--- config.mk ---
export PLATFORM = sky130hd
export DESIGN_NAME = logo_motion_ctrl_flat
export DESIGN_NICKNAME = d
export VERILOG_FILES = /design/src/rtl/logo_motion_ctrl_pkg.sv /design/src/rtl/logo_motion_ctrl_if.sv /design/src/rtl/logo_motion_ctrl_axis.sv /design/src/rtl/logo_motion_ctrl.sv /design/src/flat_wrapper.sv
export SDC_FILE = /design/constraint.sdc
export NUM_CORES = 1
export LEC_CHECK = 0
export CAP_MARGIN = 5
export CORE_MARGIN = 2
export CORE_UTILIZATION = 54
export DETAILED_ROUTE_END_ITERATION = 8
export GPL_ROUTABILITY_DRIVEN = 0
export PLACE_DENSITY = 0.79
export SLEW_MARGIN = 20
export SYNTH_ARGS = -nofsm -noshare
export SYNTH_HDL_FRONTEND = slang
export SYNTH_SLANG_ARGS = --single-unit
--- constraint.sdc ---
create_clock -name pclk -period 2.96 [get_ports pclk]
set_input_delay 0.296 -clock pclk [delete_from_list [all_inputs] [get_ports pclk]]
set_output_delay 0.296 -clock pclk [all_outputs]
set_load 0.02 [all_outputs]
--- src/rtl/logo_motion_ctrl_pkg.sv ---
// Shared constants and types for the bouncing-logo motion controller.
//   - screen and sprite geometry, derived position bounds
//   - state encoding (HOLD/RUN/STEP)
//   - CPU register addresses (CFG_CTRL/CFG_SPEED/CFG_SETX/CFG_SETY)
//   - dir bit positions and meanings
//   - clamp_pos(): limits a preset value to an axis bound
package logo_motion_ctrl_pkg;

   localparam int unsigned H_ACTIVE = 640;
   localparam int unsigned V_ACTIVE = 480;
   localparam int unsigned LOGO_W   = 100;
   localparam int unsigned LOGO_H   = 125;
   localparam int unsigned STEP     = 1;
   localparam int unsigned INIT_X   = 430;
   localparam int unsigned INIT_Y   = 50;
   localparam int unsigned V_TRIG   = 480;

   localparam int unsigned POS_W    = 10;
   localparam int unsigned SPEED_W  = 8;
   localparam int unsigned BCNT_W   = 16;

   // Largest legal top-left coordinate per axis
   localparam int unsigned X_MAX    = H_ACTIVE - LOGO_W;   // 540
   localparam int unsigned Y_MAX    = V_ACTIVE - LOGO_H;   // 355

   typedef enum logic [1:0] {
      ST_HOLD = 2'd0,
      ST_RUN  = 2'd1,
      ST_STEP = 2'd2
   } state_t;

   localparam logic [1:0] CFG_CTRL  = 2'd0;
   localparam logic [1:0] CFG_SPEED = 2'd1;
   localparam logic [1:0] CFG_SETX  = 2'd2;
   localparam logic [1:0] CFG_SETY  = 2'd3;

   // dir[DIR_X_BIT] = 1: moving left; dir[DIR_Y_BIT] = 1: moving up
   localparam int unsigned DIR_X_BIT = 1;
   localparam int unsigned DIR_Y_BIT = 0;
   localparam logic [1:0]  DIR_INIT  = 2'b01;

   // CTRL register bits
   localparam int unsigned CTRL_RUN_BIT    = 0;
   localparam int unsigned CTRL_STEP_BIT   = 1;
   localparam int unsigned CTRL_RELOAD_BIT = 2;

   function automatic logic [POS_W-1:0] clamp_pos(input logic [POS_W-1:0] v,
                                                  input logic [POS_W-1:0] max);
      return (v > max) ? max : v;
   endfunction

endpackage

--- src/rtl/logo_motion_ctrl_if.sv ---
// CPU configuration write port of the logo motion controller.
//   we    : one-pclk write strobe
//   addr  : register select (CTRL, SPEED, SETX, SETY)
//   wdata : write data
// master = CPU side, slave = controller side.
interface logo_motion_ctrl_if;
   import logo_motion_ctrl_pkg::*;

   logic              we;
   logic [1:0]        addr;
   logic [POS_W-1:0]  wdata;

   modport master (output we, output addr, output wdata);
   modport slave  (input  we, input  addr, input  wdata);

endinterface

--- src/rtl/logo_motion_ctrl_axis.sv ---
// Single-axis step / edge-reflect unit (purely combinational).
//   pos       : current coordinate
//   dec       : 1 = coordinate decreasing
//   pos_nxt_c : coordinate after one move
//   flip_c    : move crossed an edge; direction must reverse
// An overshoot is mirrored back off the edge, so a sprite at the edge moves
// STEP pixels inward on the reflecting move (0 -> 1, MAX -> MAX-1).
module axis_bounce
   import logo_motion_ctrl_pkg::*;
#(
   parameter int unsigned MAX = 540
) (
   input  logic [POS_W-1:0] pos,
   input  logic             dec,
   output logic [POS_W-1:0] pos_nxt_c,
   output logic             flip_c
);

   localparam int unsigned CW = POS_W + 1;

   logic [CW-1:0] sum_c;
   logic [CW-1:0] diff_c;

   always_comb begin
      sum_c     = CW'(pos) + CW'(STEP);
      diff_c    = CW'(pos) - CW'(STEP);
      pos_nxt_c = pos;
      flip_c    = 1'b0;
      if (dec) begin
         // borrow into the top bit means we went below zero
         if (diff_c[CW-1]) begin
            pos_nxt_c = POS_W'(CW'(STEP) - CW'(pos));
            flip_c    = 1'b1;
         end else begin
            pos_nxt_c = diff_c[POS_W-1:0];
         end
      end else begin
         if (sum_c > CW'(MAX)) begin
            pos_nxt_c = POS_W'(CW'(2 * MAX) - sum_c);
            flip_c    = 1'b1;
         end else begin
            pos_nxt_c = sum_c[POS_W-1:0];
         end
      end
   end

endmodule

--- src/rtl/logo_motion_ctrl.sv ---
// Frame-synchronous motion controller for the bouncing logo sprite.
// Ports:
//   pclk, rst       : pixel clock, synchronous active-high reset
//   h_cnt, v_cnt    : VGA timing counters
//   cfg             : CPU write port (logo_motion_ctrl_if.slave)
//   logo_x, logo_y  : sprite top-left position
//   dir             : bit1 moving left, bit0 moving up
//   state           : 0 HOLD, 1 RUN, 2 STEP
//   frame_tick      : one-pclk pulse at frame start
//   bounce          : one-pclk pulse on any edge reflection
//   bounce_cnt      : reflection count (only with LOGO_BOUNCE_CNT_EN defined,
//                     otherwise tied to zero)
module logo_motion_ctrl
   import logo_motion_ctrl_pkg::*;
(
   input  logic                  pclk,
   input  logic                  rst,
   input  logic [9:0]            h_cnt,
   input  logic [9:0]            v_cnt,
   logo_motion_ctrl_if.slave     cfg,
   output logic [POS_W-1:0]      logo_x,
   output logic [POS_W-1:0]      logo_y,
   output logic [1:0]            dir,
   output logic [1:0]            state,
   output logic                  frame_tick,
   output logic                  bounce,
   output logic [BCNT_W-1:0]     bounce_cnt
);

   state_t               state_q, state_nxt;
   logic [SPEED_W-1:0]   speed_q;
   logic [SPEED_W-1:0]   div_q;

   logic                 frame_start_c;
   logic                 move_evt_c;
   logic                 moving_c;
   logic                 wr_ctrl_c, wr_speed_c, wr_setx_c, wr_sety_c;
   logic                 reload_c;
   logic                 x_apply_c, y_apply_c;
   logic                 bounce_nxt_c;
   logic [POS_W-1:0]     x_step_c, y_step_c;
   logic                 x_flip_c, y_flip_c;

   // Frame start, CPU write decode and move qualification
   always_comb begin
      frame_start_c = (v_cnt == 10'(V_TRIG)) && (h_cnt == 10'd0);
      move_evt_c    = frame_tick && (div_q == speed_q);
      moving_c      = move_evt_c && ((state_q == ST_RUN) || (state_q == ST_STEP));
      wr_ctrl_c     = cfg.we && (cfg.addr == CFG_CTRL);
      wr_speed_c    = cfg.we && (cfg.addr == CFG_SPEED);
      wr_setx_c     = cfg.we && (cfg.addr == CFG_SETX);
      wr_sety_c     = cfg.we && (cfg.addr == CFG_SETY);
      reload_c      = wr_ctrl_c && cfg.wdata[CTRL_RELOAD_BIT];
      // a CPU preset of an axis drops the move on that axis only
      x_apply_c     = moving_c && !reload_c && !wr_setx_c;
      y_apply_c     = moving_c && !reload_c && !wr_sety_c;
      bounce_nxt_c  = (x_apply_c && x_flip_c) || (y_apply_c && y_flip_c);
   end

   axis_bounce #(.MAX(X_MAX)) u_axis_x (
      .pos       (logo_x),
      .dec       (dir[DIR_X_BIT]),
      .pos_nxt_c (x_step_c),
      .flip_c    (x_flip_c)
   );

   axis_bounce #(.MAX(Y_MAX)) u_axis_y (
      .pos       (logo_y),
      .dec       (dir[DIR_Y_BIT]),
      .pos_nxt_c (y_step_c),
      .flip_c    (y_flip_c)
   );

   // FSM state register
   always_ff @(posedge pclk) begin
      if (rst) state_q <= ST_RUN;
      else     state_q <= state_nxt;
   end

   // FSM next state; a CTRL write overrides the STEP completion
   always_comb begin
      state_nxt = state_q;
      if ((state_q == ST_STEP) && moving_c) state_nxt = ST_HOLD;
      if (wr_ctrl_c) begin
         if (cfg.wdata[CTRL_STEP_BIT])     state_nxt = ST_STEP;
         else if (cfg.wdata[CTRL_RUN_BIT]) state_nxt = ST_RUN;
         else                              state_nxt = ST_HOLD;
      end
   end

   assign state = state_q;

   // Frame tick, speed register and frame divider
   always_ff @(posedge pclk) begin
      if (rst) begin
         frame_tick <= 1'b0;
         speed_q    <= '0;
         div_q      <= '0;
      end else begin
         frame_tick <= frame_start_c;
         if (wr_speed_c) begin
            speed_q <= cfg.wdata[SPEED_W-1:0];
            div_q   <= '0;
         end else if (frame_tick) begin
            div_q   <= move_evt_c ? '0 : div_q + SPEED_W'(1);
         end
      end
   end

   // Position, direction and bounce pulse
   always_ff @(posedge pclk) begin
      if (rst) begin
         logo_x <= POS_W'(INIT_X);
         logo_y <= POS_W'(INIT_Y);
         dir    <= DIR_INIT;
         bounce <= 1'b0;
      end else begin
         bounce <= bounce_nxt_c;
         if (reload_c) begin
            logo_x <= POS_W'(INIT_X);
            logo_y <= POS_W'(INIT_Y);
            dir    <= DIR_INIT;
         end else begin
            if (wr_setx_c) begin
               logo_x <= clamp_pos(cfg.wdata, POS_W'(X_MAX));
            end else if (x_apply_c) begin
               logo_x <= x_step_c;
               if (x_flip_c) dir[DIR_X_BIT] <= ~dir[DIR_X_BIT];
            end
            if (wr_sety_c) begin
               logo_y <= clamp_pos(cfg.wdata, POS_W'(Y_MAX));
            end else if (y_apply_c) begin
               logo_y <= y_step_c;
               if (y_flip_c) dir[DIR_Y_BIT] <= ~dir[DIR_Y_BIT];
            end
         end
      end
   end

`ifdef LOGO_BOUNCE_CNT_EN
   logic [BCNT_W-1:0] bcnt_q;

   // Saturating reflection counter, counted on the edge the pulse is raised
   always_ff @(posedge pclk) begin
      if (rst || reload_c)                          bcnt_q <= '0;
      else if (bounce_nxt_c && (bcnt_q != '1))      bcnt_q <= bcnt_q + BCNT_W'(1);
   end

   assign bounce_cnt = bcnt_q;
`else
   assign bounce_cnt = '0;
`endif

endmodule

--- src/flat_wrapper.sv ---
// flat-port wrapper written by rule: the top's interface ports become plain ports
module logo_motion_ctrl_flat import logo_motion_ctrl_pkg::*;
  (pclk, rst, h_cnt, v_cnt, logo_x, logo_y, dir, state, frame_tick, bounce, bounce_cnt, cfg_we, cfg_addr, cfg_wdata);
  logo_motion_ctrl_if cfg_i ();
  input  logic pclk;
  input  logic rst;
  input  logic [9:0] h_cnt;
  input  logic [9:0] v_cnt;
  output logic [POS_W-1:0] logo_x;
  output logic [POS_W-1:0] logo_y;
  output logic [1:0] dir;
  output logic [1:0] state;
  output logic frame_tick;
  output logic bounce;
  output logic [BCNT_W-1:0] bounce_cnt;
  input wire logic [$bits(cfg_i.we)-1:0] cfg_we;
  input wire logic [$bits(cfg_i.addr)-1:0] cfg_addr;
  input wire logic [$bits(cfg_i.wdata)-1:0] cfg_wdata;
  assign cfg_i.we = cfg_we;
  assign cfg_i.addr = cfg_addr;
  assign cfg_i.wdata = cfg_wdata;
  logo_motion_ctrl u_core (.pclk(pclk), .rst(rst), .h_cnt(h_cnt), .v_cnt(v_cnt), .cfg(cfg_i), .logo_x(logo_x), .logo_y(logo_y), .dir(dir), .state(state), .frame_tick(frame_tick), .bounce(bounce), .bounce_cnt(bounce_cnt));
endmodule
After elaboration in Yosys (flattened, before gate mapping)
Cells that the tools add are included.
{ "word_totals": {"out_inout_bits": 42, "reg_bits": 42, "input_bits": 35, "elab_cells": 84} }
{ "classes": {"n_addsub": 9, "reduce_logical": 28, "eq_ne": 7, "muxes": 23, "bitwise": 4, "magnitude_cmp": 4} }
{ "op_table": {"columns": ["operator", "n"], "rows": [
  ["10-bit two-way mux", 12],
  ["10-bit by 1-bit adder with 11-bit output, second input constant", 2],
  ["10-bit by 1-bit subtractor with 11-bit output, second input constant", 2],
  ["1-bit by 10-bit subtractor with 10-bit output, first input constant", 2],
  ["1-bit logical AND", 14],
  ["11-bit by 10-bit greater-than comparator with 1-bit output, second input constant", 1],
  ["11-bit by 9-bit greater-than comparator with 1-bit output, second input constant", 1],
  ["10-bit by 9-bit equality test with 1-bit output, second input constant", 1],
  ["10-bit greater-than comparator, second input constant", 1],
  ["10-bit by 9-bit greater-than comparator with 1-bit output, second input constant", 1],
  ["10-bit zero test", 1],
  ["10-bit subtractor, first input constant", 1],
  ["6-bit by 10-bit subtractor with 10-bit output, first input constant", 1],
  ["8-bit by 1-bit adder with 8-bit output, second input constant", 1],
  ["8-bit equality test", 1],
  ["8-bit two-way mux", 1],
  ["1-bit two-way mux", 7],
  ["2-bit equality test, second input constant", 3],
  ["2-bit two-way mux", 3],
  ["3-bit AND reduction", 2],
  ["2-bit nonzero test", 3],
  ["2-bit by 1-bit equality test with 1-bit output, second input constant", 2],
  ["1-bit NOT", 4],
  ["2-bit OR reduction", 2],
  ["other kinds (3)", 6]
]} }

Longest topological paths before layout
{ "logic_depth": {"depth_word": 8, "ltp_mapped": 10, "ltp_nobuf": 9} }

Modules after synthesis
Synthesis repeated with hierarchy kept, for this count alone.
{ "unflattened": {"hier_cells": 544, "hier_area_um2": 4120.2} }
{ "by_module_without_submodules": {"columns": ["mod", "cells_per_inst", "seq_area_each_um2", "area_each_um2", "n_inst"], "rows": [
  ["logo_motion_ctrl", 252, 840.8, 2217.1, 1],
  ["axis_bounce (u_core.u_axis_y)", 148, 0.0, 954.7, 1],
  ["axis_bounce (u_core.u_axis_x)", 144, 0.0, 948.4, 1]
]} }

Worst setup path after synthesis
No wires, ideal clock.
{ "synth_timing": {"path_kind": "register to register", "start": "register u_core.logo_y[1]", "end": "register u_core.logo_y[7]", "n_path_buf": 0, "period_less_slack_ns": 2.568, "stages_incl_launch_ff": 9, "path_slack_ns": 0.392, "arrival_ns": 2.494, "cell_sequence": "dfxtp_1 ha_1 nand3_4 or3_4 and2_4 o31a_1 o31ai_1 or3b_1 a31oi_1"} }
{ "synth_between": {"elab_chain_len": 6, "word_cells_on_any_way": 10, "classes_between": "4 x add/sub; 1 x order compare; 5 x mux"} }
{ "synth_rtl": {"columns": ["element", "line_no", "rtl"], "rows": [
  ["start: declaration", "logo_motion_ctrl.sv:22", "output logic [POS_W-1:0] logo_y,"],
  ["start signal: assignment", "logo_motion_ctrl.sv:114", "logo_y <= POS_W'(INIT_Y);"],
  ["start signal: assignment", "logo_motion_ctrl.sv:121", "logo_y <= POS_W'(INIT_Y);"],
  ["start signal: assignment", "logo_motion_ctrl.sv:131", "logo_y <= clamp_pos(cfg.wdata, POS_W'(Y_MAX));"],
  ["10-bit by 1-bit adder with 11-bit output", "logo_motion_ctrl_axis.sv:25", "sum_c = CW'(pos) + CW'(STEP);"],
  ["10-bit subtractor / 11-bit by 9-bit greater-than comparator with 1-bit output (equally long branches)", "logo_motion_ctrl_axis.sv:39, logo_motion_ctrl_axis.sv:38", null],
  ["10-bit two-way mux", "logo_motion_ctrl_axis.sv:38", "if (sum_c > CW'(MAX)) begin"],
  ["10-bit two-way mux *", "logo_motion_ctrl_axis.sv:29", "if (dec) begin"],
  ["10-bit two-way mux *", "logo_motion_ctrl.sv:132", "end else if (y_apply_c) begin"],
  ["10-bit two-way mux *", "logo_motion_ctrl.sv:130", "if (wr_sety_c) begin"]
]} }
Every way passes the cells marked *; elsewhere a longest branch is shown, timed or not. The select of a mux whose other input is x is not followed.
A chain may end at the register's enable or synchronous reset.

Worst setup path in the final report
{ "layout_timing": {"start": "register u_core.logo_y[1]", "end": "register u_core.logo_y[3]"} }
The elaborated chain is that of the path after synthesis.

==> impl_results.md <==
* Syn Area/Cell at 7.33 µm²
* CTS tree: done
* Slew Limit Fails at 0
* Area Overhead vs Synth at 18.5%
* Chip Height at 90.6 µm
* Top cell type's share of synthesized area at 0.208
* Avg WL per Cell at 17.4 µm
* Post-synthesis cell type count at 73
* Worst EP required at 3170 ps
* FF-to-FF End: u_core.logo_y[3]
* Max Freq at between 0.3 and 0.4 GHz
* DP HPWL at 9.23 mm
* RSZ-0062 raised after global routing: false
* Worst reg-to-reg path cell count at 8
* Largest net degree at the start of global routing at 24
* Initial antenna violation count at 0
* Clock Power Share at 0.337
* Part of the power in registers at 0.430
* ANT cells at 0
* Max cap viols at 0
* Post-CTS setup buffers at 0
* Layout cell share with drive strength beyond 1 at 0.0817
* Comb pwr share at 0.233
* ANT nets after route at 0
* Worst IR Drop VDD at 199 µV
* #FFs+latches synth at between 40 and 50
* Final worst-path cycle share at 0.927
* Leak at between 0.0015 and 0.002 µW
* Ports at between 70 and 80
* Startpoint types: register
* H-tree depth at 2
* Clk sinks at 42
* FF-to-FF Start: u_core.logo_y[1]
* PostCTS Resize Cnt at 0
* Worst R2R Setup Slack at 220 ps
* GRT Util Overall at 0.289
* Worst clock skew at between 6 and 7 ps
* Number of global-route vias before repair at around 4100
* First-pass GRT wire length at between 15 and 20 mm
* DIE AREA at 0.00820 mm²
* Worst hold path type: reg2reg
* Number of buffers created by CTS at 5
* Placement Setup Slack at between 200 and 300 ps
* Crit. End Element: register
* Core Region at ~0.0073 mm²
* Main flop type after synthesis: dfxtp_1
* Vias at between 4000 and 5000
* Hold path cells at 2
* Synth area leader: dfxtp_1
* Final Hold Vio Count at 0
* Final std cells w/o fill at ~700
* Worst Setup Slack, final at 215 ps
* # rows at 31
* First-pass iteration count of the detailed router at 7
* Power Internal at between 900 and 1000 µW
* PD cells at 294 mW/mm²
* Starting Density at 0.558
* Worst hold endpoint: u_core.speed_q[0]
* Post-synth EDFFs at 0
* DRC at 0
* Status: finished clean
* Net Sw Frac at 0.293
* Vias per cell at 6.43
* Final min period at roughly 2700 ps
* Clock Latency Late Sink at around 290 ps
* Gr ovfl total at 0
* NetSw at roughly 410 µW
* Width of the die at approximately 91 µm
* Final setup violation count at 0
* Ranking of synthesized cells by area: dfxtp_1, xnor2_1, nor2_1
* Ys async rst share at 0
* DRT Wirelength at between 10 and 15 mm
* Drt initial violations at roughly 500
* Crit path kind: reg2reg
* Part of the Yosys area used for sequential elements at 0.208
* # hold bufs at CTS at 0
* Post-Syn Instances at 552
* Nets at between 600 and 700
* Max clock buf depth at 2
* # fillers at between 600 and 700
* Yosys warns at 0
* Port buffer count at 60
* Critical path peak fanout at 7
* Worst-Margin Slew at around 760 ps
* Sum Neg Setup Slack at 0 ps
* Post-Syn Area at about 0.004 mm²
* Slew HR at 0.494
* Crit path DAT at a little under 3000 ps
* Root buffer cell: clkbuf_8
* Hold wc startpoint: u_core.speed_q[0]
* Placed instance count at between 600 and 700
* Clk pin slew, worst setup/hold paths at around 90 ps
==> cell usage after synthesis (3+ instances only) <==
master and instances:
and4_1 3, dfxtp_1 42, a31oi_1 12, a211oi_1 4, o22ai_1 5, inv_1 17
a221oi_1 3, buf_4 19, nand4_1 13, nand3b_1 4, or4_1 6, a21o_1 3
nor2b_1 4, o21a_1 3, nand2_1 25, a22oi_1 4, o31ai_1 6, o2111ai_1 3
xnor2_1 24, nor4_1 8, nand2b_1 5, a21oi_1 26, buf_2 11, o31a_1 4
mux2i_1 9, ha_1 11, a211o_1 7, nor3_1 28, or2_2 4, and3_1 11
xor2_1 17, a21boi_0 4, a41oi_1 3, or3_1 14, and2_1 5, nand3_1 22
nor2_1 55, clkbuf_1 22, o211ai_1 7, o21ai_0 36
==> cells by family (layout without fill, tap and decap cells) <==
group | count (synthesis) | in the layout | share of synthesized area
AO/OA/AOI/OAI | 149 | 149 | 0.247
XOR/XNOR | 41 | 41 | 0.0887
adder cells (fa/ha/maj) | 11 | 11 | 0.0340
buffers and inverters | 72 | 105 | 0.0903
flip-flops | 42 | 42 | 0.208
multiplexers | 11 | 11 | 0.0278
other | 1 | 16 | 0.000927
AND/OR/NAND/NOR | 225 | 225 | 0.303
==> critical path, cell delays in order (launching register included) <==
cell	delay (ps)
dfxtp_1	450
ha_1	330
xor2_1	410
or4_1	200
a21oi_1	100
o31ai_2	410
a41oi_1	220
or3_1	350
a31oi_1	190
==> cells in the final DEF, fill, tap and decap left out, types with 14 or more instances in the layout <==
master	Yosys	routed
nor3_1	28	28
nor2_1	55	55
a21oi_1	26	26
or3_1	14	14
inv_1	17	17
conb_1	1	16
nand3_1	22	22
xor2_1	17	17
nand2_1	25	25
buf_4	19	21
xnor2_1	24	24
o21ai_0	36	36
clkdlybuf4s50_1	0	60
dfxtp_1	42	42
==> state kept, by name, summed over array words and instances (netlist names) <==
| name | count |
|---|---|
| u_core.bounce | 1 |
| u_core.logo_y | 10 |
| u_core.frame_tick | 1 |
| u_core.state | 2 |
| u_core.speed_q | 8 |
| u_core.div_q | 8 |
| u_core.dir | 2 |
| u_core.logo_x | 10 |
==> worst max path at each step <==
stage	to	start	depth (start not counted)	slack, ps
2_1_floorplan	u_core.logo_y[7]	u_core.logo_y[1]	8	390
3_3_place_gp	u_core.logo_x[5]	cfg_addr[1]	8	310
3_5_place_dp	u_core.logo_x[5]	cfg_addr[1]	8	290
4_1_cts	u_core.logo_y[3]	u_core.logo_y[1]	8	290
5_1_grt	u_core.logo_y[3]	u_core.logo_y[1]	8	3
6_report	u_core.logo_y[3]	u_core.logo_y[1]	8	220
==> power groups by stage <==
stage / logic [µW] / clock network, µW / registers, µW
floorplan: 207 / 0 / 617
global placement: 313 / 0 / 617
detailed placement: 319 / 0 / 618
CTS: 321 / 480 / 605
global route: 353 / 497 / 608
finish: 328 / 475 / 606
==> routing by layer <==
| layer | wire length, µm | GRT usage |
|---|---|---|
| met1 | 4990 | 0.389 |
| met2 | 5510 | 0.474 |
| met3 | 1350 | 0.0509 |
| met4 | 290 | 0.0859 |
| met5 | 0 | 0 |
==> area by class of cell <==
type	instances	area (µm²)	area share
flip-flops and latches	42	841	0.175
inverters	17	63.8	0.0133
repair buffers	81	758	0.158
multi-input cells	453	2900	0.604
well taps	99	124	0.0258
clock inverters	1	30.0	0.00626
clock buffers	6	82.6	0.0172
==> per-stage QoR <==
step | cell area (µm²) | hold slack, ps | total power (µW) | utilization
after global routing | 4800 | 559 | 1460 | 0.661
after global placement | 4680 | 485 | 930 | 0.646
after detailed placement | 4680 | 512 | 937 | 0.646
after CTS | 4800 | 532 | 1410 | 0.661
after floorplan | 4100 | 440 | 824 | -
final | 4800 | 530 | 1410 | 0.661
(Power assumes the default switching activity.)
